--- config.mk ---
export PLATFORM = sky130hd
export DESIGN_NAME = mem_1rw_req_ctrl
export DESIGN_NICKNAME = d
export VERILOG_FILES = /design/src/rtl/mem_1rw_pkg.sv /design/src/rtl/mem_1rw_resp_fifo.sv /design/src/rtl/mem_1rw_req_ctrl.sv
export SDC_FILE = /design/constraint.sdc
export NUM_CORES = 1
export LEC_CHECK = 0
export ABC_AREA = 0
export BUFFER_PORTS_ARGS = -buffer_cell sky130_fd_sc_hd__buf_2
export CORE_MARGIN = 2
export CORE_UTILIZATION = 55
export CTS_CLUSTER_DIAMETER = 120
export DETAILED_ROUTE_END_ITERATION = 12
export GPL_ROUTABILITY_DRIVEN = 0
export PLACE_DENSITY = 0.93
export SYNTH_ARGS = -nofsm -noshare
export SYNTH_HDL_FRONTEND = slang
export SYNTH_HIERARCHICAL = 1
export SYNTH_SLANG_ARGS = --single-unit
--- constraint.sdc ---
create_clock -name clock -period 7.6 [get_ports clock]
set_clock_uncertainty 0.15 [all_clocks]
set_input_delay 1.52 -clock clock [delete_from_list [all_inputs] [get_ports clock]]
set_output_delay 1.52 -clock clock [all_outputs]
set_load 0.05 [all_outputs]
--- src/rtl/mem_1rw_pkg.sv ---
// mem_1rw_pkg: shared configuration and response entry type for the mem_1rw front-end
package mem_1rw_pkg;
  localparam int DEPTH = 48;
  localparam int ADDR_WIDTH = 6;
  localparam int DATA_WIDTH = 64;
  localparam int RESP_DEPTH = 2;
  localparam int ERR_CNT_WIDTH = 8;
  typedef struct packed {
    logic [DATA_WIDTH-1:0] rdata;
    logic err;
  } resp_entry_t;
endpackage

--- src/rtl/mem_1rw_resp_fifo.sv ---
// mem_1rw_resp_fifo: small synchronous FIFO of read responses
module mem_1rw_resp_fifo
  import mem_1rw_pkg::*;
#(
  parameter int N = RESP_DEPTH,
  localparam int PW = N > 1 ? $clog2(N) : 1,
  localparam int CW = $clog2(N + 1)
) (
  input  logic clk,
  input  logic rst,
  input  logic push,
  input  resp_entry_t din,
  input  logic pop,
  output resp_entry_t dout,
  output logic [CW-1:0] count,
  output logic full,
  output logic empty
);
  localparam logic [PW-1:0] LAST = PW'(N - 1);
  localparam logic [CW-1:0] FULL_CNT = CW'(N);
  resp_entry_t mem [N];
  logic [PW-1:0] wp, rp;
  always_ff @(posedge clk) begin
    if (rst) begin
      wp <= '0;
      rp <= '0;
      count <= '0;
      for (int i = 0; i < N; i++) mem[i] <= '0;
    end else begin
      if (push) begin
        mem[wp] <= din;
        wp <= wp == LAST ? '0 : wp + 1'b1;
      end
      if (pop) rp <= rp == LAST ? '0 : rp + 1'b1;
      count <= count + CW'(push) - CW'(pop);
    end
  end
  assign dout = mem[rp];
  assign full = count == FULL_CNT;
  assign empty = count == '0;
endmodule

--- src/rtl/mem_1rw_req_ctrl.sv ---
// mem_1rw_req_ctrl: valid/ready request front-end for mem_1rw with ordered, credit-protected read responses
module mem_1rw_req_ctrl
  import mem_1rw_pkg::*;
#(
  parameter int DEPTH = mem_1rw_pkg::DEPTH,
  parameter int ADDR_WIDTH = mem_1rw_pkg::ADDR_WIDTH,
  parameter int DATA_WIDTH = mem_1rw_pkg::DATA_WIDTH,
  parameter int RESP_DEPTH = mem_1rw_pkg::RESP_DEPTH,
  parameter int ERR_CNT_WIDTH = mem_1rw_pkg::ERR_CNT_WIDTH
) (
  input  logic clock,
  input  logic reset,
  input  logic req_valid,
  output logic req_ready,
  input  logic req_write,
  input  logic [ADDR_WIDTH-1:0] req_addr,
  input  logic [DATA_WIDTH-1:0] req_wdata,
  output logic resp_valid,
  input  logic resp_ready,
  output logic [DATA_WIDTH-1:0] resp_rdata,
  output logic resp_err,
  output logic [ERR_CNT_WIDTH-1:0] err_count,
  output logic RW0_clk,
  output logic RW0_en,
  output logic RW0_wmode,
  output logic [ADDR_WIDTH-1:0] RW0_addr,
  output logic [DATA_WIDTH-1:0] RW0_wdata,
  input  logic [DATA_WIDTH-1:0] RW0_rdata
);
  localparam int CW = $clog2(RESP_DEPTH + 1);
  localparam logic [ADDR_WIDTH:0] LIMIT = (ADDR_WIDTH + 1)'(DEPTH);
  localparam logic [CW:0] CREDITS = (CW + 1)'(RESP_DEPTH);
  logic fire, rd_fire, in_range, pop, rd_pending, rd_err, fifo_full, fifo_empty;
  logic [CW-1:0] fifo_count;
  resp_entry_t head, push_entry;
  assign in_range = {1'b0, req_addr} < LIMIT;
  assign pop = resp_valid & resp_ready;
  // A slot freed by this cycle's pop is reusable at once, keeping one request per cycle with two credits
  assign req_ready = !reset & ((({1'b0, fifo_count} + (CW + 1)'(rd_pending)) < CREDITS) | pop);
  assign fire = req_valid & req_ready;
  assign rd_fire = fire & !req_write;
  assign RW0_clk = clock;
  assign RW0_en = fire & in_range;
  assign RW0_wmode = req_write;
  assign RW0_addr = req_addr;
  assign RW0_wdata = req_wdata;
  assign push_entry = rd_err ? resp_entry_t'{rdata: '0, err: 1'b1} : resp_entry_t'{rdata: RW0_rdata, err: 1'b0};
  assign resp_valid = !reset & !fifo_empty;
  assign resp_rdata = reset ? '0 : head.rdata;
  assign resp_err = !reset & head.err;
  always_ff @(posedge clock) begin
    if (reset) begin
      rd_pending <= 1'b0;
      rd_err <= 1'b0;
      err_count <= '0;
    end else begin
      rd_pending <= rd_fire;
      if (rd_fire) rd_err <= !in_range;
      if (fire & !in_range & ~&err_count) err_count <= err_count + 1'b1;
    end
  end
  mem_1rw_resp_fifo #(.N(RESP_DEPTH)) u_fifo (
    .clk(clock),
    .rst(reset),
    .push(rd_pending),
    .din(push_entry),
    .pop(pop),
    .dout(head),
    .count(fifo_count),
    .full(fifo_full),
    .empty(fifo_empty)
  );
  no_overflow: assert property (@(posedge clock) disable iff (reset) !(fifo_full && rd_pending && !pop));
endmodule

==> results.sh, run 1 <==
export IMPL_status="finished, final reports clean"
export IMPL_report_power_total_uw=2094
export IMPL_worst_ep_arrival_time_ns=4.25
export IMPL_detailedPlacementHpwl_mm=9.456
export IMPL_worstPathCellList="clkbuf_16 -> clkbuf_16 -> buf_2"
export IMPL_max_cap_violations=0
export IMPL_antenna_left=0
export IMPL_post_place_cells=936
export IMPL_grt_setup_unrepaired="no"
export IMPL_pwr_density_cell_mw_per_mm2=234.3
export IMPL_cp_end_kind="output pin"
export IMPL_vias=5043
export IMPL_coreArea_mm2=0.01442
export IMPL_reg2reg_depth=2
export IMPL_route_met2_wl_mm=8.173
export IMPL_final_common_cell="sky130_fd_sc_hd__buf_2"
export IMPL_drt_drc_violations_left=0
export IMPL_criticalPathCategory="clock port to output pin"
export IMPL_max_slew_margin_rel_pct=35.67
export IMPL_wl_per_cell_um=15.98
export IMPL_sequentialPowerShare_pct=44.3
export IMPL_peakVddDrop_mv=0.2787
export IMPL_critical_path_peak_fanout=2
export IMPL_final_setup_viol_count=0
export IMPL_power_net_switching_uw=522.3
export IMPL_tightest_slew_ns=0.9650
export IMPL_drt_iter0_drc=245
export IMPL_power_switching_fraction_pct=24.94
export IMPL_global_route_wire_length_before_repair_mm=24.22
export IMPL_final_cell_mix="sky130_fd_sc_hd__buf_2, sky130_fd_sc_hd__nor2_1, sky130_fd_sc_hd__nor2b_1"
export IMPL_initial_core_util_pct=55.91
export IMPL_synth_cell_area_mm2=0.008064
export IMPL_cp_slowest_stage_delay_ns=0.20
export IMPL_postSynthNetCount=856
export IMPL_worst_setup_path_start_kind="clock port"
export IMPL_total_leakage_power_uw=0.003655
export IMPL_reg_to_reg_critical_path_endpoint="u_fifo/mem[0][17]"
export IMPL_intPower_uw=1572
export IMPL_tritoncts="built"
export IMPL_firstDrtPassIters=5
export IMPL_yosysWarnings=6
export IMPL_stdcell_count=972
export IMPL_rr_startpoint="rd_pending"
export IMPL_cp_startpoint="clock"
export IMPL_grt_total_usage_pct=19.70
export IMPL_hold_depth=2
export IMPL_postCtsHoldBufs=0
export IMPL_port_buffers=150
export IMPL_cts_resized=0
export IMPL_wl_met3_um=751
export IMPL_area_delta_synth_final_pct=10.85
export IMPL_grt_pass1_vias=5034
export IMPL_power_clock_fraction_pct=41.8
export IMPL_timing_critical_path_mode_cell="sky130_fd_sc_hd__clkbuf_16"
export IMPL_wirelength_mm=15.53
export IMPL_detailed_route_vias_per_instance=5.188
export IMPL_io_pin_count=287
export IMPL_instance_count_on_the_critical_path=3
export IMPL_top_layer_used="met4"
export IMPL_hold_violations=0
export IMPL_dieWidth_um=125.1
export IMPL_cp_top_family="buffers and inverters"
export IMPL_met1_wire_length_mm=6.217
export IMPL_holdCritPathClass="register to register"
export IMPL_overflow=0
export IMPL_fin_setup_tns_ns=0
export IMPL_finish_net_count=916
export IMPL_reg2reg_setup_slack_ns=5.13
export IMPL_p_comb_share_pct=13.9
export IMPL_die_height_um=125.1
export IMPL_antenna_found_initial=1
export IMPL_final_max_slew_viol_count=0
export IMPL_clk_pin_slew_ns=0.06
export IMPL_avgSynthCellArea_um2=11.29
export IMPL_post_route_cells_drive_above_1_share_pct=32.66
export IMPL_grt_max_degree=68
export IMPL_timing_hold_ws_ns=0.3628
export IMPL_worstPathRequired_ns=5.93
export IMPL_buf_inv_stages_crit_path=3
export IMPL_slowest_stage="sky130_fd_sc_hd__buf_2"
export IMPL_finalCoreUtilization_pct=61.97
export IMPL_design_die_area_mm2=0.01565
export IMPL_synthCells=714
export IMPL_row_count=44
export IMPL_clk_insertion_delay_late_ns=0.52
export IMPL_setup_worst_path_end="RW0_clk"
export IMPL_post_cts_setup_buffers=0
-- sequential cells by signal (all words and copies together) (netlist names), named ones only --
register and cells:
rd_pending 1, u_fifo/rp 1, u_fifo/wp 1, err_count 8, rd_err 1, u_fifo/mem 130
u_fifo/count 2
-- per-layer routing --
metal	up-vias	global-route usage (%)
met5	-	0
met4	0	10.00
met3	52	5.135
met2	165	35.61
met1	2401	21.24
li1	2425	-
-- final cells by class --
cell class,instances,area (um2)
Clock buffer,32,619.3
Clock inverter,4,20.02
Tap cell,184,230.2
Inverter,4,15.01
Sequential cell,145,4209
Multi-Input combinational cell,448,3057
Antenna cell,1,2.502
Fill cell,1139,5485
Timing Repair Buffer,154,785.8
-- power groups by stage --
stage	logic (uW)	clock network [uW]	registers, uW
floorplan	332	28.4	935
global placement	288	25.1	940
detailed placement	293	25.1	944
CTS	294	890	928
global route	311	925	931
finish	291	876	927
-- tightest hold or removal path: cells and delay by family, from the launching register on --
kind | cells | cell delay, ns
DFF | 1 | 0.34
AOI/OAI and AO/OA | 2 | 0.12
-- worst min-delay path by stage --
stage / slack (ns) / end / start
after detailed placement: 0.35 / err_count[5] / err_count[5]
final: 0.36 / err_count[5] / err_count[5]
after floorplan: 0.31 / u_fifo/wp / u_fifo/wp
after global placement: 0.33 / u_fifo/wp / u_fifo/wp
after CTS: 0.36 / err_count[5] / err_count[5]
after global routing: 0.40 / err_count[5] / err_count[5]
-- metrics by stage --
stage          cell area [um2]  setup slack (ns)
5_1_grt                   8936             1.676
4_1_cts                   8936             1.679
6_report                  8939             1.682
3_5_place_dp              8302             1.942
2_1_floorplan             8064             1.963
3_3_place_gp              8302             1.942
No activity file was read; power rests on OpenSTA's default activity.
==> run 2, diff against run 1 <==
CORE_UTILIZATION = 51   (was 55)
PLACE_DENSITY = 0.88   (was 0.93)
clock period = 5.8 ns   (was 7.6 ns; I/O delays follow)
==> run 2 against run 1 <==
Net effect:
- clock power grew 46%
- total power grew 37%
- final cell count grew 2.7%
- flip-flop and latch count is the same
- sequential share of layout area shrank 0.53 points
- via count shrank 0.97%
- count of clock-buffer cells in the layout shrank 10
- final area grew 1.1%
- combinational power grew 30%
- hold slack lost 0.015 ns
- critical path type unchanged
==> results.sh, run 2 (synthesis results as in run 1) <==
export IMPL_cts_resized=0
export IMPL_detailed_route_vias_per_instance=5.004
export IMPL_total_leakage_power_uw=0.003676
export IMPL_top_flop_regs="u_fifo/mem (130), err_count (8), u_fifo/count (2)"
export IMPL_tightest_slew_ns=0.9465
export IMPL_power_net_switching_uw=686.4
export IMPL_criticalPathCategory="clock port to output pin"
export IMPL_final_max_slew_viol_count=0
export IMPL_grt_total_usage_pct=18.16
export IMPL_fillCellCount=1298
export IMPL_initial_core_util_pct=52.66
export IMPL_area_delta_synth_final_pct=12.12
export IMPL_die_height_um=129.7
export IMPL_post_cts_setup_buffers=0
export IMPL_antenna_left=0
export IMPL_worstPathRequired_ns=4.49
export IMPL_hold_violations=0
export IMPL_finish_net_count=915
export IMPL_drt_drc_violations_left=0
export IMPL_worst_setup_path_start_kind="clock port"
export IMPL_power_clock_fraction_pct=44.5
export IMPL_clk_pin_slew_ns=0.06
export IMPL_hold_depth=2
export IMPL_clk_insertion_delay_late_ns=0.52
export IMPL_wirelength_mm=14.99
export IMPL_peakVddDrop_mv=0.3465
export IMPL_coreArea_mm2=0.01531
export IMPL_grt_max_degree=102
export IMPL_reg2reg_depth=2
export IMPL_max_flop_register="u_fifo/mem"
export IMPL_final_common_cell="sky130_fd_sc_hd__buf_2"
export IMPL_holdCritPathClass="register to register"
export IMPL_post_route_cells_drive_above_1_share_pct=32.44
export IMPL_fin_ws_ns=1.142
export IMPL_grt_setup_unrepaired="no"
export IMPL_worst_ep_arrival_time_ns=3.35
export IMPL_postCtsHoldBufs=0
export IMPL_pwr_density_cell_mw_per_mm2=317.4
export IMPL_power_switching_fraction_pct=23.92
export IMPL_status="finished, final reports clean"
export IMPL_critical_path_peak_fanout=2
export IMPL_tritoncts="built"
export IMPL_timing_hold_ws_ns=0.3475
export IMPL_design_die_area_mm2=0.01683
export IMPL_final_cell_mix="sky130_fd_sc_hd__buf_2, sky130_fd_sc_hd__nor2_1, sky130_fd_sc_hd__nor2b_1"
export IMPL_row_count=45
export IMPL_antenna_found_initial=1
export IMPL_p_comb_share_pct=13.2
export IMPL_max_cap_violations=0
export IMPL_fin_setup_tns_ns=0
export IMPL_report_power_total_uw=2869
export IMPL_largest_register_ff_count=130
export IMPL_dpl_worst_slack_ns=1.402
export IMPL_final_setup_viol_count=0
export IMPL_overflow=0
export IMPL_max_slew_margin_rel_pct=36.90
export IMPL_port_buffers=150
export IMPL_wl_per_cell_um=15.02
export IMPL_intPower_uw=2183
export IMPL_reg2reg_setup_slack_ns=3.35
export IMPL_stdcell_count=998
export IMPL_global_route_wire_length_before_repair_mm=23.20
export IMPL_sequentialPowerShare_pct=42.4
export IMPL_vias=4994
export IMPL_dieWidth_um=129.7
export IMPL_drt_iter0_drc=285
export IMPL_io_pin_count=287
export IMPL_detailedPlacementHpwl_mm=9.157
export IMPL_cp_end_kind="output pin"
export IMPL_post_place_cells=962
export IMPL_grt_pass1_vias=4912
export IMPL_firstDrtPassIters=4
## run 2: cell types whose count changed in the layout (fill, tap and decap cells not counted), sizes merged
cell / delta
clkinv: +4
clkinvlp: +1
bufinv: +5
buf: -1
clkbuf: -10
## run 2: power by group through the flow
stage | clock network (uW) | registers, uW | logic, uW
2_1_floorplan | 37.2 | 1230 | 435
5_1_grt | 1350 | 1220 | 407
6_report | 1280 | 1220 | 378
3_3_place_gp | 32.9 | 1230 | 379
3_5_place_dp | 32.9 | 1240 | 381
4_1_cts | 1300 | 1220 | 383
## run 2: final cells by class
cell class | count | area (um2) | area share (%)
sequential | 145 | 4209 | 46.55
clock buffer | 22 | 509.2 | 5.632
multi-input combinational | 448 | 3057 | 33.81
timing repair buffer | 153 | 790.8 | 8.746
clock inverter | 14 | 193.9 | 2.145
inverter | 4 | 15.01 | 0.1661
tap | 211 | 264.0 | 2.920
antenna | 1 | 2.502 | 0.02768
## run 2: routing by layer
layer | track usage [%] | vias up | share of wire, %
li1 | - | 2428 | -
met5 | 0 | - | 0
met3 | 4.510 | 26 | 5.6
met1 | 20.87 | 2368 | 42
met4 | 9.298 | 0 | 1.8
met2 | 31.54 | 172 | 50
## run 2: worst max-delay path: stages
cell,delay (ns)
sky130_fd_sc_hd__clkbuf_16,0.12
sky130_fd_sc_hd__clkbuf_16,0.13
sky130_fd_sc_hd__buf_2,0.20
## run 2: per-stage QoR
step           util, %  instance area [um2]
6_report         59.04                 9041
5_1_grt          59.04                 9041
4_1_cts          59.02                 9039
3_5_place_dp     54.46                 8341
3_3_place_gp     54.46                 8341
2_1_floorplan        -                 8064
## run 2: path summary, 6_finish.rpt
| kind | start | to |
|---|---|---|
| hold reg to reg | err_count[5] | err_count[5] |
| hold / removal | err_count[5] | err_count[5] |
| setup / recovery | clock | RW0_clk |
| setup reg to reg | rd_pending | u_fifo/mem[0][14] |
==> run 3, diff against run 2 <==
clock period = 4.6 ns   (was 5.8 ns; I/O delays follow)
==> run 3 against run 2 <==
Net effect:
- register-to-register slack worse by 0.92 ns
- count of clock-buffer cells in the layout is 1 lower
- flip-flop and latch count is the same
- total power is 22% higher
==> results.sh, run 3 (synthesis results as in run 1) <==
export IMPL_hold_depth=2
export IMPL_power_clock_fraction_pct=42.6
export IMPL_port_buffers=150
export IMPL_min_delay_worst_endpoint="err_count[5]"
export IMPL_num_antenna_cells=0
export IMPL_power_switching_fraction_pct=26.05
export IMPL_wl_per_cell_um=15.60
export IMPL_antenna_left=0
export IMPL_rr_startpoint="rd_pending"
export IMPL_max_flop_register="u_fifo/mem"
export IMPL_sequentialPowerShare_pct=43.6
export IMPL_grt_total_usage_pct=18.72
export IMPL_fillCellCount=1246
export IMPL_cp_startpoint="clock"
export IMPL_hold_violations=0
export IMPL_worstPathRequired_ns=3.53
export IMPL_p_comb_share_pct=13.7
export IMPL_grt_max_degree=66
export IMPL_status="finished, final reports clean"
export IMPL_clk_insertion_delay_late_ns=0.53
export IMPL_post_route_cells_drive_above_1_share_pct=33.46
export IMPL_postCtsHoldBufs=0
export IMPL_top_flop_regs="u_fifo/mem (130), err_count (8), u_fifo/count (2)"
export IMPL_grt_pass1_vias=4896
export IMPL_initial_core_util_pct=52.66
export IMPL_tritoncts="built"
export IMPL_pwr_density_cell_mw_per_mm2=389.8
export IMPL_vias=5044
export IMPL_final_setup_viol_count=0
export IMPL_die_height_um=129.7
export IMPL_max_cap_violations=0
export IMPL_finalCoreUtilization_pct=58.82
export IMPL_overflow=0
export IMPL_timing_critical_path_mode_cell="sky130_fd_sc_hd__clkbuf_16"
export IMPL_drt_drc_violations_left=0
export IMPL_fin_setup_tns_ns=0
export IMPL_dieWidth_um=129.7
export IMPL_worst_setup_path_start_kind="clock port"
export IMPL_drt_iter0_drc=343
export IMPL_critical_path_peak_fanout=2
export IMPL_cp_end_kind="output pin"
export IMPL_antenna_found_initial=0
export IMPL_cp_slowest_stage_delay_ns=0.20
export IMPL_firstDrtPassIters=4
export IMPL_detailed_route_vias_per_instance=5.044
export IMPL_detailedPlacementHpwl_mm=9.540
export IMPL_final_common_cell="sky130_fd_sc_hd__buf_2"
export IMPL_io_pin_count=287
export IMPL_criticalPathCategory="clock port to output pin"
export IMPL_grt_setup_unrepaired="no"
export IMPL_wirelength_mm=15.60
export IMPL_max_slew_margin_rel_pct=35.93
export IMPL_worst_ep_arrival_time_ns=2.75
export IMPL_design_die_area_mm2=0.01683
export IMPL_largest_register_ff_count=130
export IMPL_reg2reg_depth=2
export IMPL_tightest_slew_ns=0.9611
export IMPL_global_route_wire_length_before_repair_mm=24.01
export IMPL_post_cts_setup_buffers=0
export IMPL_holdCritPathClass="register to register"
export IMPL_reg_to_reg_critical_path_endpoint="u_fifo/mem[0][4]"
export IMPL_power_net_switching_uw=914.6
export IMPL_worstHoldStart="err_count[5]"
export IMPL_total_leakage_power_uw=0.003671
export IMPL_clk_pin_slew_ns=0.06
export IMPL_slowest_stage="sky130_fd_sc_hd__buf_2"
export IMPL_row_count=45
export IMPL_finish_net_count=918
export IMPL_final_max_slew_viol_count=0
export IMPL_intPower_uw=2597
export IMPL_worstPathCellList="clkbuf_16 -> clkbuf_16 -> buf_2"
export IMPL_coreArea_mm2=0.01531
export IMPL_reg2reg_setup_slack_ns=2.43
export IMPL_final_cell_mix="sky130_fd_sc_hd__buf_2, sky130_fd_sc_hd__nor2_1, sky130_fd_sc_hd__nor2b_1"
export IMPL_cts_resized=0
export IMPL_area_delta_synth_final_pct=11.70
export IMPL_peakVddDrop_mv=0.3368
[run 3: changes by cell type in the layout (fill, tap and decap cells not counted), sizes merged]
cell / before / now
diode: 1 / 0
inv: 4 / 5
clkinv: 8 / 10
clkinvlp: 1 / 2
clkbuf: 21 / 20
bufinv: 5 / 2
buf: 154 / 157
[run 3: critical path: cells and delay by family]
| family | cells | cell delay, ns |
|---|---|---|
| buffers and inverters | 3 | 0.45 |
[run 3: layer usage]
layer / track usage [%] / part of all wire, %
met1: 22.35 / 43
met2: 31.94 / 50
met3: 4.469 / 4.9
met4: 9.045 / 1.6
met5: 0 / 0
[run 3: how the worst max path moves through the flow]
stage          endpoint  slack [ns]  cells past startpoint
2_1_floorplan   RW0_clk        1.06                      1
4_1_cts         RW0_clk        0.77                      3
3_3_place_gp    RW0_clk        1.04                      1
5_1_grt         RW0_clk        0.77                      3
6_report        RW0_clk        0.78                      3
3_5_place_dp    RW0_clk        1.04                      1
[run 3: area by class of cell]
class | instances | area (um2) | share of cell area [%]
Inverter | 4 | 15.01 | 0.1667
Clock inverter | 15 | 143.9 | 1.597
Timing Repair Buffer | 156 | 813.3 | 9.029
Clock buffer | 21 | 505.5 | 5.612
Multi-Input combinational cell | 448 | 3057 | 33.94
Tap cell | 211 | 264.0 | 2.931
Sequential cell | 145 | 4209 | 46.73
[run 3: per-stage QoR]
stage                     area [um2]  power, uW  hold WS (ns)  setup slack (ns)  cells
after CTS                       9007       3549        0.3472            0.7721   1000
final                           9007       3511        0.3490            0.7778   1000
after global routing            9007       3643        0.3789            0.7701   1000
after detailed placement        8363       2088        0.3329             1.042    965
after floorplan                 8064       2140        0.3136             1.063    714
after global placement          8363       2076        0.3338             1.042    965
[run 3: power groups by stage]
stage,logic (uW),clock network (uW),registers [uW]
floorplan,549,46.9,1540
CTS,487,1530,1530
detailed placement,486,41.5,1560
global placement,479,41.5,1560
finish,483,1500,1530
global route,517,1590,1540
